--- src/rtl/rv32m_pkg.sv ---
// Shared constants for the RV32M multiply/divide unit: widths, funct3 codes, FSM states.
package rv32m_pkg;

  localparam int unsigned XLEN  = 32;
  localparam int unsigned ITERS = 32;
  localparam int unsigned CNT_W = 5;
  localparam int unsigned MAG_W = XLEN + 1;
  localparam int unsigned ACC_W = 2 * XLEN;

  localparam logic [2:0] F3_MUL    = 3'd0;
  localparam logic [2:0] F3_MULH   = 3'd1;
  localparam logic [2:0] F3_MULHSU = 3'd2;
  localparam logic [2:0] F3_MULHU  = 3'd3;
  localparam logic [2:0] F3_DIV    = 3'd4;
  localparam logic [2:0] F3_DIVU   = 3'd5;
  localparam logic [2:0] F3_REM    = 3'd6;
  localparam logic [2:0] F3_REMU   = 3'd7;

  typedef enum logic [1:0] {
    S_IDLE = 2'd0,
    S_BUSY = 2'd1,
    S_DONE = 2'd2
  } state_t;

endpackage

--- src/rtl/muldiv_step.sv ---
// One combinational iteration of the sequential mul/div datapath.
//   is_div   : 1 = restoring-divide step, 0 = shift-add multiply step
//   acc      : mul -> {partial high, multiplier being consumed}; div -> low half holds dividend/quotient
//   rem      : partial remainder (div only)
//   opnd     : mul -> multiplicand magnitude; div -> divisor magnitude
//   acc_nxt, rem_nxt : values after this iteration
module muldiv_step
  import rv32m_pkg::*;
(
  input  logic             is_div,
  input  logic [ACC_W-1:0] acc,
  input  logic [XLEN-1:0]  rem,
  input  logic [MAG_W-1:0] opnd,
  output logic [ACC_W-1:0] acc_nxt,
  output logic [XLEN-1:0]  rem_nxt
);

  logic [MAG_W-1:0] sum_c;
  logic [MAG_W-1:0] shifted_c;
  logic [MAG_W:0]   trial_c;

  always_comb begin
    // Multiply: conditionally add multiplicand into the high half, then shift right.
    sum_c     = {1'b0, acc[ACC_W-1:XLEN]} + (acc[0] ? opnd : MAG_W'(0));
    // Divide: bring in the next dividend bit and try subtracting the divisor.
    shifted_c = {rem, acc[XLEN-1]};
    trial_c   = {1'b0, shifted_c} - {1'b0, opnd};

    acc_nxt = {sum_c, acc[XLEN-1:1]};
    rem_nxt = rem;
    if (is_div) begin
      // A borrow out of the trial means the divisor did not fit: restore.
      if (!trial_c[MAG_W]) begin
        rem_nxt = trial_c[XLEN-1:0];
        acc_nxt = {acc[ACC_W-1:XLEN], acc[XLEN-2:0], 1'b1};
      end else begin
        rem_nxt = shifted_c[XLEN-1:0];
        acc_nxt = {acc[ACC_W-1:XLEN], acc[XLEN-2:0], 1'b0};
      end
    end
  end

endmodule

--- src/rtl/alu_muldiv_seq.sv ---
// Iterative RV32M multiply/divide unit with start/busy/done handshake, fixed 33-cycle latency.
//   clk, reset (async, active-high)
//   start     : request, accepted only in IDLE or DONE
//   funct3    : 0 MUL,1 MULH,2 MULHSU,3 MULHU,4 DIV,5 DIVU,6 REM,7 REMU
//   alu_inp1  : rs1 operand (multiplicand / dividend)
//   alu_inp2  : operand-2 (multiplier / divisor)
//   busy      : high while iterating
//   done      : one-cycle pulse when result is updated
//   result    : registered result, held until overwritten by the next op
module alu_muldiv_seq
  import rv32m_pkg::*;
(
  input  logic            clk,
  input  logic            reset,
  input  logic            start,
  input  logic [2:0]      funct3,
  input  logic [XLEN-1:0] alu_inp1,
  input  logic [XLEN-1:0] alu_inp2,
  output logic            busy,
  output logic            done,
  output logic [XLEN-1:0] result
);

  state_t           state;
  logic [CNT_W-1:0] cnt;
  logic [2:0]       op;
  logic [ACC_W-1:0] acc;
  logic [XLEN-1:0]  rem;
  logic [MAG_W-1:0] opnd;
  logic             neg_q;
  logic             neg_r;
  logic             div_zero;

  logic             a_sgn_c, b_sgn_c, sa_c, sb_c;
  logic [MAG_W-1:0] abs_a_c, abs_b_c;
  logic [ACC_W-1:0] step_acc_c, prod_s_c;
  logic [XLEN-1:0]  step_rem_c, quot_s_c, rem_s_c, res_c;

  // Operand signedness and magnitudes, evaluated at the accepting edge.
  always_comb begin
    a_sgn_c = (funct3 == F3_MUL) || (funct3 == F3_MULH) || (funct3 == F3_MULHSU) ||
              (funct3 == F3_DIV) || (funct3 == F3_REM);
    b_sgn_c = (funct3 == F3_MUL) || (funct3 == F3_MULH) ||
              (funct3 == F3_DIV) || (funct3 == F3_REM);
    sa_c    = a_sgn_c & alu_inp1[XLEN-1];
    sb_c    = b_sgn_c & alu_inp2[XLEN-1];
    // Sign-extend to 33 bits before negating so 0x80000000 yields +2^31.
    abs_a_c = sa_c ? (MAG_W'(0) - {alu_inp1[XLEN-1], alu_inp1}) : {1'b0, alu_inp1};
    abs_b_c = sb_c ? (MAG_W'(0) - {alu_inp2[XLEN-1], alu_inp2}) : {1'b0, alu_inp2};
  end

  muldiv_step u_step (
    .is_div  (op[2]),
    .acc     (acc),
    .rem     (rem),
    .opnd    (opnd),
    .acc_nxt (step_acc_c),
    .rem_nxt (step_rem_c)
  );

  // Sign fix-up and result selection from the final iteration's outputs.
  always_comb begin
    prod_s_c = neg_q ? (ACC_W'(0) - step_acc_c) : step_acc_c;
    quot_s_c = neg_q ? (XLEN'(0) - step_acc_c[XLEN-1:0]) : step_acc_c[XLEN-1:0];
    rem_s_c  = neg_r ? (XLEN'(0) - step_rem_c) : step_rem_c;
    case (op)
      F3_MUL:                      res_c = prod_s_c[XLEN-1:0];
      F3_MULH, F3_MULHSU, F3_MULHU: res_c = prod_s_c[ACC_W-1:XLEN];
      F3_DIV, F3_DIVU:             res_c = div_zero ? '1 : quot_s_c;
      default:                     res_c = rem_s_c;
    endcase
  end

  // Control FSM, iteration counter and datapath registers.
  always_ff @(posedge clk or posedge reset) begin
    if (reset) begin
      state    <= S_IDLE;
      cnt      <= '0;
      op       <= '0;
      acc      <= '0;
      rem      <= '0;
      opnd     <= '0;
      neg_q    <= 1'b0;
      neg_r    <= 1'b0;
      div_zero <= 1'b0;
      busy     <= 1'b0;
      done     <= 1'b0;
      result   <= '0;
    end else begin
      done <= 1'b0;
      case (state)
        S_IDLE, S_DONE: begin
          if (start) begin
            state    <= S_BUSY;
            busy     <= 1'b1;
            cnt      <= '0;
            op       <= funct3;
            rem      <= '0;
            opnd     <= funct3[2] ? abs_b_c : abs_a_c;
            acc      <= {XLEN'(0), funct3[2] ? abs_a_c[XLEN-1:0] : abs_b_c[XLEN-1:0]};
            neg_q    <= sa_c ^ sb_c;
            neg_r    <= sa_c;
            div_zero <= (alu_inp2 == '0);
          end else begin
            state <= S_IDLE;
          end
        end
        S_BUSY: begin
          acc <= step_acc_c;
          rem <= step_rem_c;
          cnt <= cnt + CNT_W'(1);
          if (cnt == CNT_W'(ITERS - 1)) begin
            state  <= S_DONE;
            busy   <= 1'b0;
            done   <= 1'b1;
            result <= res_c;
          end
        end
        default: state <= S_IDLE;
      endcase
    end
  end

endmodule
--- config.mk ---
export PLATFORM = sky130hd
export DESIGN_NAME = alu_muldiv_seq
export DESIGN_NICKNAME = d
export VERILOG_FILES = /design/src/rtl/rv32m_pkg.sv /design/src/rtl/muldiv_step.sv /design/src/rtl/alu_muldiv_seq.sv
export SDC_FILE = /design/constraint.sdc
export NUM_CORES = 1
export LEC_CHECK = 0
export BUFFER_PORTS_ARGS = -buffer_cell sky130_fd_sc_hd__buf_2
export CAP_MARGIN = 10
export CELL_PAD_IN_SITES_DETAIL_PLACEMENT = 1
export CELL_PAD_IN_SITES_GLOBAL_PLACEMENT = 2
export CORE_ASPECT_RATIO = 1.75
export CORE_MARGIN = 3
export CORE_UTILIZATION = 37
export DETAILED_ROUTE_END_ITERATION = 10
export HOLD_SLACK_MARGIN = 0.08
export PLACE_DENSITY = 0.93
export SKIP_CTS_REPAIR_TIMING = 1
export SLEW_MARGIN = 10
export SYNTH_ARGS = -nofsm -noshare
export SYNTH_HDL_FRONTEND = slang
export SYNTH_SLANG_ARGS = --single-unit
--- constraint.sdc ---
create_clock -name clk -period 6.95 [get_ports clk]
set_input_delay 0.3475 -clock clk [delete_from_list [all_inputs] [get_ports clk]]
set_output_delay 0.3475 -clock clk [all_outputs]
set_load 0.02 [all_outputs]
; Yosys cells after proc, flatten, opt, wreduce, memory -nomap -nowiden
; Index checks and enable logic that the tools add are counted.
[word_totals]
ff_bits = 176
input_bits = 70
out_inout_bits = 34
wordCells = 83
[classes]
n_addsub = 8
eq_ne = 14
mux = 28
bitwise = 3
n_reduce_logical = 18
[ops]
columns = operator, n
row1 = two-way mux 32 bit, 7
row2 = two-way mux 64 bit, 3
row3 = two-way mux 33 bit, 4
row4 = case mux 64 bit (2 select lines), 1
row5 = case mux 32 bit (3 select lines), 1
row6 = "subtractor 1 x 32 -> 33 bit, first input constant", 2
row7 = case mux 32 bit (2 select lines), 1
row8 = "subtractor 1 x 32 -> 32 bit, first input constant", 2
row9 = "subtractor 1 x 64 -> 64 bit, first input constant", 1
row10 = subtractor 33 x 33 -> 34 bit, 1
row11 = adder 32 x 33 -> 33 bit, 1
row12 = zero test 32 bit, 1
row13 = "== test 3 bit, second input constant", 4
row14 = case mux 5 bit (2 select lines), 1
row15 = "== test 3 x 2 -> 1 bit, second input constant", 3
row16 = "== test 3 x 1 -> 1 bit, second input constant", 2
row17 = zero test 3 bit, 2
row18 = logical OR 1 bit, 6
row19 = two-way mux 1 bit, 6
row20 = AND reduction 2 bit, 3
row21 = "adder 5 x 1 -> 5 bit, second input constant", 1
row22 = "== test 5 bit, second input constant", 1
row23 = two-way mux 5 bit, 1
row24 = "!= test 2 bit, second input constant", 2
row25 = other kinds (12), 14

; Longest topological paths before layout
[depth]
depth_word = 10
depth_mapped = 22
depth_no_buf = 20

; Modules after synthesis
; From an unflattened synthesis, not the netlist that was laid out.
[hier_totals]
hier_cells = 1991
hier_area_um2 = 16046.6
[by_module_without_submodules]
columns = mod, n_inst, cells_per_inst, area_each_um2
row1 = alu_muldiv_seq, 1, 1256, 11278.3
row2 = muldiv_step, 1, 735, 4768.3

; Worst setup path before layout
; Ideal clock, no wire load.
[synth_path]
path_kind = register to register
startpoint = register op[2]
endpoint = register result[30]
arrival_ps = 5009
required_ps = 6855
path_slack_ps = 1846
path_stages_with_launch = 22
path_buffers = 8
cell_sequence = dfrtp_1 > buf_4 > buf_2 > buf_2 > buf_2 > buf_2 > clkbuf_1 > buf_2 > buf_2 > mux2i_1 > ha_1 > o2111ai_1 > or2_1 > nor3_4 > nand2_1 > nor4_2 > o211ai_1 > or3b_1 > nor4_1 > mux2i_1 > nand3_1 > o31ai_1
[synth_between]
elab_chain_len = 5
word_cells_on_any_way = 18
[synth_lines]
columns = item, line_no
row1 = from (decl), alu_muldiv_seq.sv:26  ; logic [2:0] op;
row2 = from (signal assigned), alu_muldiv_seq.sv:97  ; op <= funct3;
row3 = two-way mux 64 bit, muldiv_step.sv:31  ; if (is_div) begin
row4 = subtractor 1 x 32 -> 32 bit, alu_muldiv_seq.sv:64  ; quot_s_c = neg_q ? (XLEN'(0) - step_acc_c[XLEN-1:0]) : step_acc_c[XLEN-1:0];
row5 = two-way mux 32 bit, alu_muldiv_seq.sv:64
row6 = two-way mux 32 bit, alu_muldiv_seq.sv:69  ; F3_DIV, F3_DIVU: res_c = div_zero ? '1 : quot_s_c;
row7 = case mux 32 bit (3 select lines) (*), alu_muldiv_seq.sv:66  ; case (op)
row8 = to (signal assigned), alu_muldiv_seq.sv:116  ; result <= res_c;
row9 = to (decl), alu_muldiv_seq.sv:21  ; output logic [XLEN-1:0] result
; Every way passes the cells marked *; elsewhere a longest branch is shown, timed or not.
; A chain may end at the register's enable or synchronous reset.

; Worst setup path in the final report
[layout_path]
startpoint = register acc[0]
endpoint = register result[7]
[layout_between]
elab_chain_len = 6
word_cells_on_any_way = 9
[layout_lines]
columns = item, line_no
row1 = from (decl), alu_muldiv_seq.sv:27  ; logic [ACC_W-1:0] acc;
row2 = from (signal assigned), alu_muldiv_seq.sv:100  ; acc <= {XLEN'(0), funct3[2] ? abs_a_c[XLEN-1:0] : abs_b_c[XLEN-1:0]};
row3 = from (signal assigned), alu_muldiv_seq.sv:109  ; acc <= step_acc_c;
row4 = two-way mux 33 bit, muldiv_step.sv:24  ; sum_c = {1'b0, acc[ACC_W-1:XLEN]} + (acc[0] ? opnd : MAG_W'(0));
row5 = adder 32 x 33 -> 33 bit, muldiv_step.sv:24
row6 = two-way mux 64 bit (*), muldiv_step.sv:31
row7 = subtractor 1 x 64 -> 64 bit, alu_muldiv_seq.sv:63  ; prod_s_c = neg_q ? (ACC_W'(0) - step_acc_c) : step_acc_c;
row8 = two-way mux 64 bit, alu_muldiv_seq.sv:63
row9 = case mux 32 bit (3 select lines) (*), alu_muldiv_seq.sv:66
; Marked as above.

==> flow_summary.ini <==
[outcome]
outcome = completed

[setup_path]
crit_path_frequent_cell = nand2_1
max_stage_delay_ps = 970
crit_family = simple AND/OR/NAND/NOR gates
path_cells = buf_4 > and2_1 > ha_1 > inv_1 > fa_1 > nor2b_1 > o21a_1 > o21ai_0 > a211oi_1 > nor2_1 > or3b_1 > or4_1 > nand2_1 > xor2_1 > a222oi_1 > nand2_1 > nand2_1
critical_path_class = register to register
endpoint_kind = register
slowest_stage = a222oi_1
start_kind = register
critPathBufInv = 2
required_ps = 7370
cp_max_fo = 23
cp.arrival_ps = 6250

[clocking]
cts_max_path_buffers = 2
cts_max_level = 4
cts_sinks = 176
cts_root_buf = clkbuf_16
numCtsBuffers = 17
clkSlewWorstSetupHoldPaths_ps = 80
cts_tree = built
clkLatencyLatePin_ps = 480

[grt]
met1_usage_pct = 32.05
grt_busiest_layer = met2
grt_util_met3_pct = 3.771
grt-ovfl-total = 0
antenna_found_initial = 7
grt_pass1_vias = 19726
grt_util_all_layers_pct = 31.98
grt_max_degree = 112
grt_pass1_wl_um = 121600
use_met2_pct = 57.83

[detailed_routing]
wl_um = 81190
drc = 0
drt_iter0_markers = 1108
firstDrtPassIters = 5
drtAntennaViolNets = 0
drt-vias-per-instance = 6.402
wl_per_cell_um = 27.63
vias = 18808

[logic_synthesis]
synth.net_count = 2470
synth_edf_count = 0
synth_area_mm2 = 0.01764
ys_ff_latch = 176
yosysWarnings = 0
yosys.cell_types.count = 106
synth_ff_type = dfrtp_1
syn_inst = 2327
synthArstFlopShare_pct = 100.0
synth_area_per_cell_um2 = 7.582
seq_area_frac_synth_pct = 24.96

[floorplan]
die_area_mm2 = 0.05045
io_pins = 104
die_x_um = 171.1
start_util_pct = 37.52
core_area_mm2 = 0.04703
fp.dieH_um = 294.9
placement_rows = 105

[sta]
setup_tns_ps = 0
setup_viol = 0
slew_viol_final = 0
slew_headroom_pct = 20.60
finalHoldViolCount = 0
fin_skew_ps = 17.12
fmax_mhz = 171.4
worst_slew_pin_slew_ps = 1191
fin_crit_sh_pct = 83.96
rsz0062_at_grt = no
fin_crit_ps = 5835

[placed_design]
gp_congestion = 1.076
port_buffers = 103
hpwlAfterDp_um = 64840

[layout]
layout_commonest_cell = nand2_1
fin_nets = 2478
layout_common_cells = 328 x nand2_1, 218 x o21ai_0, 189 x nor2_1
syn_to_final_growth_pct = 8.708
drive_gt1_share_pct = 10.52

[worst_hold_path]
worstHoldPathType = primary input to asynchronous set/reset pin

[job]
drv_cap = 0
-- per-stage QoR --
stage	util [%]	cell area [µm²]	hold slack (ps)	instances	setup slack [ps]
2_1_floorplan	-	17640	449.4	2327	1829
3_3_place_gp	39.43	18550	457.0	2904	1459
3_5_place_dp	39.43	18550	478.8	2904	1278
4_1_cts	40.77	19180	61.05	2936	1269
5_1_grt	40.77	19180	95.12	2936	886.8
6_report	40.78	19180	1.396	2938	1115
-- area by class of cell --
cell class / count / area (µm²)
clock inverter: 12 / 162.7
sequential: 176 / 4408
inverter: 69 / 266.5
fill: 5829 / 27850
timing repair buffer: 139 / 785.8
tap: 588 / 735.7
multi-input combinational: 1932 / 12350
antenna: 2 / 5.005
clock buffer: 20 / 466.7
-- sequential cells by signal (all words and copies together) (netlist names) --
signal	flops
result	32
rem	32
neg_r	1
neg_q	1
done	1
state	2
op	3
div_zero	1
busy	1
cnt	5
opnd	33
acc	64
-- final timing paths --
| check | end | slack, ps | depth (start not counted) | startpoint |
|---|---|---|---|---|
| setup / recovery | result[7] | 1110 | 17 | acc[0] |
| hold / removal | rem[8] | 1 | 2 | reset |
| setup reg to reg | result[7] | 1110 | 17 | acc[0] |
| hold reg to reg | result[6] | 490 | 2 | result[6] |
| max in group asynchronous | op[2] | 5360 | 3 | reset |
| min in group clk | op[0] | 110 | 3 | funct3[0] |
-- logic make-up (layout without fill, tap and decap cells) --
logic type,count (synthesis),after routing,synth area share (%)
fa+ha+maj,73,73,5.262
xor+xnor,172,172,8.538
other cells,0,2,0
buf+inv,219,240,5.184
compound gates,776,776,29.63
flops,176,176,24.96
simple gates,858,858,23.38
mux,53,53,3.042
-- cell usage after synthesis, types with 34 or more instances --
master	n	area, µm²
a21oi_1	154	770.7
and2_1	48	300.3
buf_2	34	170.2
clkbuf_1	86	322.8
dfrtp_1	176	4404
ha_1	71	888.4
inv_1	66	247.7
mux2i_1	48	480.5
nand2_1	328	1231
nand3_1	49	245.2
nor2_1	191	716.9
nor3_1	52	260.3
o211ai_1	38	285.3
o21ai_0	218	1091
o31ai_1	36	270.3
xnor2_1	104	910.9
xor2_1	68	595.6
-- layer usage --
| layer | vias to the layer above | part of all wire, % |
|---|---|---|
| li1 | 8527 | - |
| met1 | 9327 | 34 |
| met2 | 649 | 51 |
| met3 | 301 | 4.2 |
| met4 | 4 | 10 |
| met5 | - | 0.037 |
Power is not shown: default switching activity piles up to over one toggle a cycle in this logic, so the estimate is an artifact.
